`config.mk`:
```
export PLATFORM = sky130hd
export DESIGN_NAME = hsv_mode_ctrl
export DESIGN_NICKNAME = d
export VERILOG_FILES = /design/src/rtl/hsv_pkg.sv /design/src/rtl/hsv_tick_div.sv /design/src/rtl/hsv_mode_ctrl.sv
export SDC_FILE = /design/constraint.sdc
export NUM_CORES = 1
export LEC_CHECK = 0
export ABC_AREA = 1
export BUFFER_PORTS_ARGS = -buffer_cell sky130_fd_sc_hd__buf_2
export CAP_MARGIN = 10
export CORE_UTILIZATION = 63
export CTS_CLUSTER_SIZE = 12
export DETAILED_ROUTE_END_ITERATION = 10
export GPL_TIMING_DRIVEN = 1
export MAX_ROUTING_LAYER = met4
export PLACE_DENSITY = 0.8
export SYNTH_ARGS = -nofsm -noshare
export SYNTH_HDL_FRONTEND = slang
export SYNTH_SLANG_ARGS = --single-unit
```
`constraint.sdc`:
```
create_clock -name clk -period 3.68 [get_ports clk]
set_input_delay 0 -clock clk [delete_from_list [all_inputs] [get_ports clk]]
set_output_delay 0 -clock clk [all_outputs]
set_load 0.03 [all_outputs]
```
`src/rtl/hsv_pkg.sv`:
```
// Shared constants for the HSV setpoint generator: mode encodings and default ranges.
// Latency: n/a (constants only).
// Backpressure: n/a.
package hsv_pkg;

    // Mode encodings on the mode input
    localparam int MODE_STATIC  = 0;
    localparam int MODE_JUMP    = 1;
    localparam int MODE_SWEEP   = 2;
    localparam int MODE_HUE_ADJ = 3;
    localparam int MODE_VAL_ADJ = 4;
    localparam int MODE_SAT_ADJ = 5;

    // Default colour-space ranges
    localparam int HUE_MOD_DEF  = 360;
    localparam int SV_MAX_DEF   = 100;

endpackage

```
`src/rtl/hsv_tick_div.sv`:
```
// Programmable tick divider: counts 0..term and pulses tick on the terminal count.
// Latency: tick is combinational from the current count; count advances each enabled cycle.
// Backpressure: none; clr overrides en and suppresses tick in the same cycle.
//
// Ports: clk, reset_n (async active-low), clr (sync clear), en (count enable),
//        term (terminal count, i.e. period-1), tick (one-cycle pulse at terminal count).
module hsv_tick_div #(
    parameter  int DIV = 2,
    localparam int CW  = (DIV > 1) ? $clog2(DIV) : 1
) (
    input  logic          clk,
    input  logic          reset_n,
    input  logic          clr,
    input  logic          en,
    input  logic [CW-1:0] term,
    output logic          tick
);

    logic [CW-1:0] cnt;

    assign tick = en & ~clr & (cnt == term);

    always_ff @(posedge clk or negedge reset_n) begin
        if (!reset_n) begin
            cnt <= '0;
        end else if (clr) begin
            cnt <= '0;
        end else if (en) begin
            cnt <= (cnt == term) ? '0 : cnt + CW'(1);
        end
    end

endmodule

```
`src/rtl/hsv_mode_ctrl.sv`:
```
// HSV colour-setpoint generator: mode-driven hue/sat/val stepping with wrap/clamp and hold-to-accelerate.
// Latency: 1 cycle from divider tick to new setpoint; upd pulses in the same cycle the new value appears.
// Backpressure: none; free-running, consumer samples hue/sat/val whenever upd is high.
//
// Ports: clk, reset_n (async active-low), mode (operating mode), adj_btn (adjust hold),
//        dir_sw (0 inc / 1 dec), hue/sat/val (registered setpoints), upd (change strobe).
module hsv_mode_ctrl
    import hsv_pkg::*;
#(
    parameter int HW          = 9,
    parameter int SVW         = 7,
    parameter int MODE_W      = 4,
    parameter int HUE_MOD     = HUE_MOD_DEF,
    parameter int SV_MAX      = SV_MAX_DEF,
    parameter int HUE_INIT    = 120,
    parameter int SV_INIT     = 80,
    parameter int AUTO_STEP   = 60,
    parameter int DIV_SLOW    = 10_000_000,
    parameter int DIV_FAST    = 500_000,
    parameter int DIV_ADJ     = 1_000_000,
    parameter int ACCEL_AFTER = 16,
    parameter int ACCEL_STEP  = 5,
    parameter int SV_WRAP     = 1
) (
    input  logic              clk,
    input  logic              reset_n,
    input  logic [MODE_W-1:0] mode,
    input  logic              adj_btn,
    input  logic              dir_sw,
    output logic [HW-1:0]     hue,
    output logic [SVW-1:0]    sat,
    output logic [SVW-1:0]    val,
    output logic              upd
);

    // One shared divider sized for the longest period
    localparam int DIV_MAX = (DIV_SLOW > DIV_FAST)
                           ? ((DIV_SLOW > DIV_ADJ) ? DIV_SLOW : DIV_ADJ)
                           : ((DIV_FAST > DIV_ADJ) ? DIV_FAST : DIV_ADJ);
    localparam int CW = (DIV_MAX > 1) ? $clog2(DIV_MAX) : 1;
    localparam int AW = $clog2(ACCEL_AFTER + 1);

    localparam logic [HW-1:0]         HUE_INIT_V = HW'(HUE_INIT);
    localparam logic [HW-1:0]         AUTO_V     = HW'(AUTO_STEP);
    localparam logic [HW-1:0]         HSTEP_1    = HW'(1);
    localparam logic [HW-1:0]         HSTEP_A    = HW'(ACCEL_STEP);
    localparam logic [SVW-1:0]        SV_INIT_V  = SVW'(SV_INIT);
    localparam logic [SVW-1:0]        SSTEP_1    = SVW'(1);
    localparam logic [SVW-1:0]        SSTEP_A    = SVW'(ACCEL_STEP);
    localparam logic [AW-1:0]         ACC_MAX    = AW'(ACCEL_AFTER);
    localparam logic signed [HW+1:0]  HMOD       = (HW+2)'(HUE_MOD);
    localparam logic signed [SVW+1:0] SMAX       = (SVW+2)'(SV_MAX);
    localparam logic signed [SVW+1:0] SRANGE     = (SVW+2)'(SV_MAX + 1);

    // Hue step with true modulo wrap in both directions (step assumed < HUE_MOD)
    function automatic logic [HW-1:0] hue_step(input logic [HW-1:0] h,
                                               input logic [HW-1:0] st,
                                               input logic          dec);
        logic signed [HW+1:0] t;
        if (dec) t = $signed({2'b00, h}) - $signed({2'b00, st});
        else     t = $signed({2'b00, h}) + $signed({2'b00, st});
        if (t[HW+1])       t = t + HMOD;
        else if (t >= HMOD) t = t - HMOD;
        return t[HW-1:0];
    endfunction

    // S/V step: wrap across 0..SV_MAX or clamp at the ends
    function automatic logic [SVW-1:0] sv_step(input logic [SVW-1:0] x,
                                               input logic [SVW-1:0] st,
                                               input logic           dec);
        logic signed [SVW+1:0] t;
        if (dec) t = $signed({2'b00, x}) - $signed({2'b00, st});
        else     t = $signed({2'b00, x}) + $signed({2'b00, st});
        if (SV_WRAP != 0) begin
            if (t[SVW+1])     t = t + SRANGE;
            else if (t > SMAX) t = t - SRANGE;
        end else begin
            if (t[SVW+1])     t = '0;
            else if (t > SMAX) t = SMAX;
        end
        return t[SVW-1:0];
    endfunction

    logic [MODE_W-1:0] mode_q;
    logic [AW-1:0]     acc;
    logic              is_static, is_jump, is_sweep, is_hadj, is_vadj, is_sadj, is_adj;
    logic              div_run, div_clr, tick, acc_sat, chg;
    logic [CW-1:0]     term;
    logic [HW-1:0]     hstep, hue_d;
    logic [SVW-1:0]    sstep, sat_d, val_d;

    assign is_static = (mode == MODE_W'(MODE_STATIC));
    assign is_jump   = (mode == MODE_W'(MODE_JUMP));
    assign is_sweep  = (mode == MODE_W'(MODE_SWEEP));
    assign is_hadj   = (mode == MODE_W'(MODE_HUE_ADJ));
    assign is_vadj   = (mode == MODE_W'(MODE_VAL_ADJ));
    assign is_sadj   = (mode == MODE_W'(MODE_SAT_ADJ));
    assign is_adj    = is_hadj | is_vadj | is_sadj;

    // Releasing the button or changing mode restarts the period from zero
    assign div_run = is_jump | is_sweep | (is_adj & adj_btn);
    assign div_clr = (mode != mode_q) | ~div_run;

    // Terminal count follows the registered mode; it only matters once mode == mode_q
    always_comb begin
        term = '0;
        if (mode_q == MODE_W'(MODE_JUMP))
            term = CW'(DIV_SLOW - 1);
        else if (mode_q == MODE_W'(MODE_SWEEP) || mode_q == MODE_W'(MODE_HUE_ADJ))
            term = CW'(DIV_FAST - 1);
        else if (mode_q == MODE_W'(MODE_VAL_ADJ) || mode_q == MODE_W'(MODE_SAT_ADJ))
            term = CW'(DIV_ADJ - 1);
    end

    hsv_tick_div #(.DIV(DIV_MAX)) u_div (
        .clk     (clk),
        .reset_n (reset_n),
        .clr     (div_clr),
        .en      (div_run),
        .term    (term),
        .tick    (tick)
    );

    assign acc_sat = (acc == ACC_MAX);
    assign hstep   = acc_sat ? HSTEP_A : HSTEP_1;
    assign sstep   = acc_sat ? SSTEP_A : SSTEP_1;

    always_comb begin
        hue_d = hue;
        sat_d = sat;
        val_d = val;
        if (is_static)
            hue_d = HUE_INIT_V;
        else if (tick) begin
            if (is_jump)       hue_d = hue_step(hue, AUTO_V, 1'b0);
            else if (is_sweep) hue_d = hue_step(hue, HSTEP_1, 1'b0);
            else if (is_hadj)  hue_d = hue_step(hue, hstep, dir_sw);
            else if (is_vadj)  val_d = sv_step(val, sstep, dir_sw);
            else if (is_sadj)  sat_d = sv_step(sat, sstep, dir_sw);
        end
    end

    // A clamped step that leaves the value unchanged produces no strobe
    assign chg = (hue_d != hue) | (sat_d != sat) | (val_d != val);

    always_ff @(posedge clk or negedge reset_n) begin
        if (!reset_n) begin
            hue    <= HUE_INIT_V;
            sat    <= SV_INIT_V;
            val    <= SV_INIT_V;
            upd    <= 1'b0;
            mode_q <= '0;
            acc    <= '0;
        end else begin
            hue    <= hue_d;
            sat    <= sat_d;
            val    <= val_d;
            upd    <= chg;
            mode_q <= mode;
            if (div_clr || !is_adj)
                acc <= '0;
            else if (tick && !acc_sat)
                acc <= acc + AW'(1);
        end
    end

endmodule

```
# [Word-level counts from Yosys, hierarchy flattened]
# Cells that the tools add are included.
[word_totals] regBits=57 out_inout_bits=24 wordCells=135 mem_count=0 romBits=0 input_bits=8 ramBits=0 latchBits=0
[op_classes] n_shift=0 n_eq_ne=16 addsub=20 multipliers=0 magnitude_cmp=5 bitwise=12 reduce_logical=9 muxes=66 div=0
[op_table] operator="2-to-1 mux 9 bit" n=26
[op_table] operator="2-to-1 mux 11 bit" n=13
[op_table] operator="2-to-1 mux 7 bit" n=17
[op_table] operator="2-to-1 mux 24 bit" n=4
[op_table] operator="2-to-1 mux 20 bit" n=2
[op_table] operator=">= comparator 11 x 10 -> 1 bit (second input constant)" n=3
[op_table] operator="adder 9 bit (second input constant)" n=3
[op_table] operator="subtractor 9 bit (second input constant)" n=3
[op_table] operator="adder 24 x 1 -> 24 bit (second input constant)" n=1
[op_table] operator="equality test 24 bit" n=1
[op_table] operator="> comparator 9 x 8 -> 1 bit (second input constant)" n=2
[op_table] operator="adder 7 x 3 -> 8 bit" n=2
[op_table] operator="equality test 4 x 2 -> 1 bit (second input constant)" n=4
[op_table] operator="equality test 4 x 3 -> 1 bit (second input constant)" n=4
[op_table] operator="subtractor 7 x 3 -> 8 bit" n=2
[op_table] operator="adder 7 x 6 -> 7 bit (second input constant)" n=2
[op_table] operator="!= test 7 bit" n=2
[op_table] operator="subtractor 7 x 6 -> 7 bit (second input constant)" n=2
[op_table] operator="adder 9 x 1 -> 10 bit (second input constant)" n=1
[op_table] operator="adder 9 x 3 -> 10 bit" n=1
[op_table] operator="adder 9 x 6 -> 10 bit (second input constant)" n=1
[op_table] operator="2-to-1 mux 5 bit" n=2
[op_table] operator="subtractor 9 x 3 -> 10 bit" n=1
[op_table] operator="!= test 9 bit" n=1
[op_table] operator="other kinds (13)" n=28

# [Depth between registers and ports, before layout]
[logic_depth] word_depth=25 mapped_depth=31

# [Modules after synthesis]
# A second synthesis with hierarchy kept.
[hier_totals] cells_unflattened=1117 area_unflattened_um2=6800.3
[by_module_without_submodules] module="hsv_mode_ctrl" area_each_um2=4633.2 instances=1 cells_each=756
[by_module_without_submodules] module="hsv_tick_div" area_each_um2=2167.1 instances=1 cells_each=361

# [Least setup slack after synthesis]
# No wires, ideal clock.
[synth_timing] path_kind="register to register" from="register acc[0]" to="register upd" required_time_ns=3.558 setup_slack_ns=0.574 path_stages_with_launch=32 path_buffers=0 arrival_time_ns=2.984 setup_time_ns=0.122 period_less_slack_ns=3.106 path_cell_list="dfrtp_1 -> inv_1 -> ha_1 -> nand3_1 -> ha_1 -> inv_1 -> nand2_1 -> nand2_1 -> nand2_1 -> nand2_1 -> nand2_1 -> nand2_1 -> inv_1 -> ha_1 -> nor2_1 -> nand3_1 -> nand2_1 -> nand2_2 -> nand2_2 -> nand2_1 -> nand2_1 -> nand2_1 -> nand3_1 -> nand2_1 -> nand2_1 -> nand2_1 -> nand2_1 -> nand3_1 -> nand2_1 -> nand2_1 -> nor2_1 -> nand2_1"
[synth_between] elab_chain_len=24 word_cells_on_any_way=68
[synth_rtl] element="start, declared" line="hsv_mode_ctrl.sv:85" text="logic [AW-1:0] acc;"
[synth_rtl] element="start signal, assigned" line="hsv_mode_ctrl.sv:163" text="acc <= acc + AW'(1);"
[synth_rtl] element="equality test 5 bit (*)" line="hsv_mode_ctrl.sv:124" text="assign acc_sat = (acc == ACC_MAX);"
[synth_rtl] element="2-to-1 mux 3 bit" line="hsv_mode_ctrl.sv:125, hsv_mode_ctrl.sv:126"
[synth_rtl] element="adder 7 x 3 -> 8 bit or subtractor 7 x 3 -> 8 bit (tied branches)" line="hsv_mode_ctrl.sv:73, hsv_mode_ctrl.sv:72"
[synth_rtl] element="2-to-1 mux 9 bit" line="hsv_mode_ctrl.sv:72" text="if (dec) t = $signed({2'b00, x}) - $signed({2'b00, st});"
[synth_rtl] element="2-to-1 mux 9 bit" line="hsv_mode_ctrl.sv:139" text="else if (is_sadj) sat_d = sv_step(sat, sstep, dir_sw);"
[synth_rtl] element="2-to-1 mux 9 bit" line="hsv_mode_ctrl.sv:138" text="else if (is_vadj) val_d = sv_step(val, sstep, dir_sw);"
[synth_rtl] element="2-to-1 mux 9 bit" line="hsv_mode_ctrl.sv:137" text="else if (is_hadj) hue_d = hue_step(hue, hstep, dir_sw);"
[synth_rtl] element="2-to-1 mux 9 bit" line="hsv_mode_ctrl.sv:136" text="else if (is_sweep) hue_d = hue_step(hue, HSTEP_1, 1'b0);"
[synth_rtl] element="[... 9 more ...]"
[synth_rtl] element="2-to-1 mux 7 bit" line="hsv_mode_ctrl.sv:136"
[synth_rtl] element="2-to-1 mux 7 bit" line="hsv_mode_ctrl.sv:135" text="if (is_jump) hue_d = hue_step(hue, AUTO_V, 1'b0);"
[synth_rtl] element="2-to-1 mux 7 bit" line="hsv_mode_ctrl.sv:134" text="else if (tick) begin"
[synth_rtl] element="2-to-1 mux 7 bit" line="hsv_mode_ctrl.sv:132" text="if (is_static)"
[synth_rtl] element="!= test 7 bit" line="hsv_mode_ctrl.sv:144" text="assign chg = (hue_d != hue) | (sat_d != sat) | (val_d != val);"
[synth_rtl] element="OR 1 bit" line="hsv_mode_ctrl.sv:144"
[synth_rtl] element="OR 1 bit (*)" line="hsv_mode_ctrl.sv:144"
[synth_rtl] element="named net chg" line="hsv_mode_ctrl.sv:87" text="logic div_run, div_clr, tick, acc_sat, chg;"
[synth_rtl] element="end signal, assigned" line="hsv_mode_ctrl.sv:158" text="upd <= chg;"
[synth_rtl] element="end, declared" line="hsv_mode_ctrl.sv:33" text="output logic upd"
# The timed path passes the listed nets; every way through them passes the cells marked *. The select of a mux whose other input is x is not followed.
# A chain may end at the register's enable or synchronous reset.

# [Worst setup path after layout]
# Same ends and word-level chain as after synthesis.

==> flow_summary.json <==
{
  "initial_core_util_pct": 64.5,
  "h-tree-depth": 3,
  "mostFrequentLayoutCells": "nand2_1, nand3_1, inv_1",
  "met2_length_mm": 7.90,
  "core.rowCount": 36,
  "fp.coreArea_sq_mm": 0.00973,
  "area_growth_pct": 8.82,
  "mostFrequentLayoutCell": "nand2_1",
  "dr_total_vias": 6681,
  "reg2reg_slack_ns": 0.33,
  "top_layer": "met4",
  "grt_pass1_vias": 5920,
  "min_path_cells": 5,
  "drt-vias-per-instance": 5.66,
  "critPathCaptureType": "flip-flop",
  "syn_avg_cell_area_sq_um": 6.22,
  "drt_iter0_markers": 450,
  "crit_path_start": "acc[0]",
  "gr-usage-all-layers_pct": 35.6,
  "fin_util_pct": 70.2,
  "cts_sinks": 57,
  "clockRootBuffer": "clkbuf_8",
  "hold_path_class": "primary input to flip-flop",
  "die-area_sq_mm": 0.0104,
  "dr.pass1.iters": 7,
  "crit_end": "upd",
  "grt_max_degree": 42,
  "peakVddDrop_mv": 0.305,
  "ys_warn_count": 0,
  "fp.dieW_um": 102,
  "critPathMaxFanout": 6,
  "startpoint_type": "flip-flop",
  "grt_pass1_wl_mm": 27.8,
  "drc": 0,
  "yosysSeqAreaShare_pct": 22.9,
  "overflow": 0,
  "reg2reg_depth": 26,
  "final-instance-count-excl-fill": 1180,
  "netlist_area_sq_mm": 0.00627,
  "slew_headroom_pct": 59.2,
  "num-fill-cells": 926,
  "wire_per_inst_um": 14.4,
  "status": "finished, final reports clean",
  "powerDensity_mw_per_mm2": 268,
  "ys_ff_latch": 57,
  "port_buffers": 31,
  "final_antenna_net_count": 0,
  "drt-total-wl_mm": 17.0,
  "tightest_slew_ns": 0.611,
  "finalWorstSetupSlack_ns": 0.331,
  "route.met3.wl_mm": 1.15,
  "syn_nets": 1045,
  "synthCells": 1008,
  "yosysUniqueCellTypes": 52,
  "p_total_w": 0.00183,
  "worst_r2r_startpoint": "acc[0]",
  "hold_violations": 0,
  "cts_buffers": 9,
  "place_congestion": 1.04,
  "setup_tns_ns": 0,
  "die_h_um": 102,
  "n_antenna_cell": 0,
  "crit_arrival_ns": 3.59,
  "clkTransAtPathRegs_ns": 0.07,
  "final_layout_size_suffix_gt1_share_pct": 14.3,
  "maxCapViolations": 0,
  "clkLatencyLatePin_ns": 0.36,
  "antenna_found_initial": 0,
  "detailed_place_hpwl_mm": 12.8,
  "drv_slew": 0,
  "path_class": "flip-flop to flip-flop",
  "m1WireLength_mm": 7.53,
  "cts_tree": "yes",
  "p_leak_nw": 3.53,
  "io_pins": 32,
  "postCtsSetupBuffers": 0,
  "finClkSkew_ns": 0.00883,
  "detailedPlace.worstSlack_ns": 0.0952,
  "period_minus_slack_ns": 3.35,
  "setup_violations": 0,
  "finish.net_count": 1079,
  "r2r_end": "upd",
  "required_ns": 3.92,
  "max_freq_mhz": 299,
  "ctsLongestPathBuffers": 2,
  "fin_crit_sh_pct": 91.0,
  "dpl.cell_count": 1159
}
[cell usage after synthesis (all sizes together)]
library cell,count,share of area [%]
o311ai,2,0.28
ha,29,5.8
nand4,39,4.4
o21a,1,0.12
inv,138,8.3
clkbuf,3,0.18
nand3,137,11
dfrtp,49,20
dfstp,8,3.4
xnor2,8,1.2
nor4,2,0.30
nand3b,4,0.48
clkinv,4,0.44
nor3b,3,0.36
o211ai,11,1.5
nor2,103,7.2
xor2,21,3.2
o21ai,49,3.9
a211oi,1,0.12
and2,2,0.24
and3,1,0.10
a31oi,4,0.40
a21oi,35,2.8
o21bai,1,0.12
nand2,305,19
nor3,25,2.7
or2,5,0.50
buf,18,1.9
[power breakdown]
part / internal, W / total (W) / switching (W)
clock: 0.000316 / 0.000574 / 0.000258
combinational: 0.000181 / 0.000565 / 0.000384
sequential: 0.000650 / 0.000692 / 0.0000424
[repair_timing]
| item | in CTS | in global routing |
|---|---|---|
| resized for setup | 0 | 15 |
| endpoints found under the hold margin | 20 | 0 |
| endpoints found under the setup margin | 0 | 5 |
| hold buffers | 5 | 0 |
[registers in the layout, summed over array words and instances, names as in the netlist]
signal	count
acc	5
hue	9
mode_q	4
sat	7
u_div.cnt	24
upd	1
val	7
[per-stage QoR]
stage          cell area [sq um]  hold slack (ns)
5_1_grt                     6830           0.0829
2_1_floorplan               6270           -0.296
4_1_cts                     6770           0.0503
3_5_place_dp                6520          -0.0612
3_3_place_gp                6520          -0.0607
6_report                    6830           0.0563
[final cells by class]
class / count / area (sq um) / share of cell area [%]
repair buffers: 44 / 265 / 3.89
clock inverters: 2 / 10.0 / 0.147
inverters: 142 / 548 / 8.03
well taps: 133 / 166 / 2.44
flip-flops and latches: 57 / 1440 / 21.0
multi-input cells: 788 / 4220 / 61.8
clock buffers: 14 / 183 / 2.68
[critical path, cell delays in order, from the launching register on]
cell and delay [ns]:
dfrtp_1 0.40, inv_2 0.10, ha_4 0.14, nand3_4 0.10, ha_4 0.33, inv_2 0.05
nand2_1 0.06, nand2_1 0.08, nand2_1 0.09, nand3_1 0.10, nand2_2 0.13, inv_1 0.06
ha_1 0.21, nor2_2 0.10, nand3_1 0.08, nand2_1 0.08, nand2_2 0.10, nand2_4 0.11
o21ai_1 0.07, o21bai_1 0.16, nand2_1 0.08, nand2_2 0.09, nand3_2 0.08, nand2_1 0.09
nand2_1 0.08, nor3_2 0.18, nand2_1 0.07
[how the worst min path moves through the flow]
stage | endpoint | slack (ns) | startpoint
global placement | u_div.cnt[16] | -0.06 | reset_n
global route | u_div.cnt[3] | 0.08 | adj_btn
CTS | u_div.cnt[3] | 0.05 | adj_btn
detailed placement | u_div.cnt[16] | -0.06 | reset_n
floorplan | acc[0] | -0.30 | reset_n
finish | u_div.cnt[3] | 0.06 | adj_btn
[layer usage]
layer  vias up  global-route usage [%]
met3        41                    7.45
met5         -                       -
li1       3361                       -
met4         0                    12.6
met2       255                    56.1
met1      3024                    45.0
[cell families (layout without fill, tap and decap cells)]
| family | after synthesis | after routing | synth area share (%) |
|---|---|---|---|
| DFF | 57 | 57 | 22.9 |
| buffers and inverters | 163 | 202 | 10.8 |
| AOI/OAI and AO/OA | 104 | 104 | 9.21 |
| adders and majority gates | 29 | 29 | 5.78 |
| and+or+nand+nor | 626 | 626 | 46.9 |
| xor gates and xnor gates | 29 | 29 | 4.41 |
Note: power is estimated with default switching activity, not from simulation.
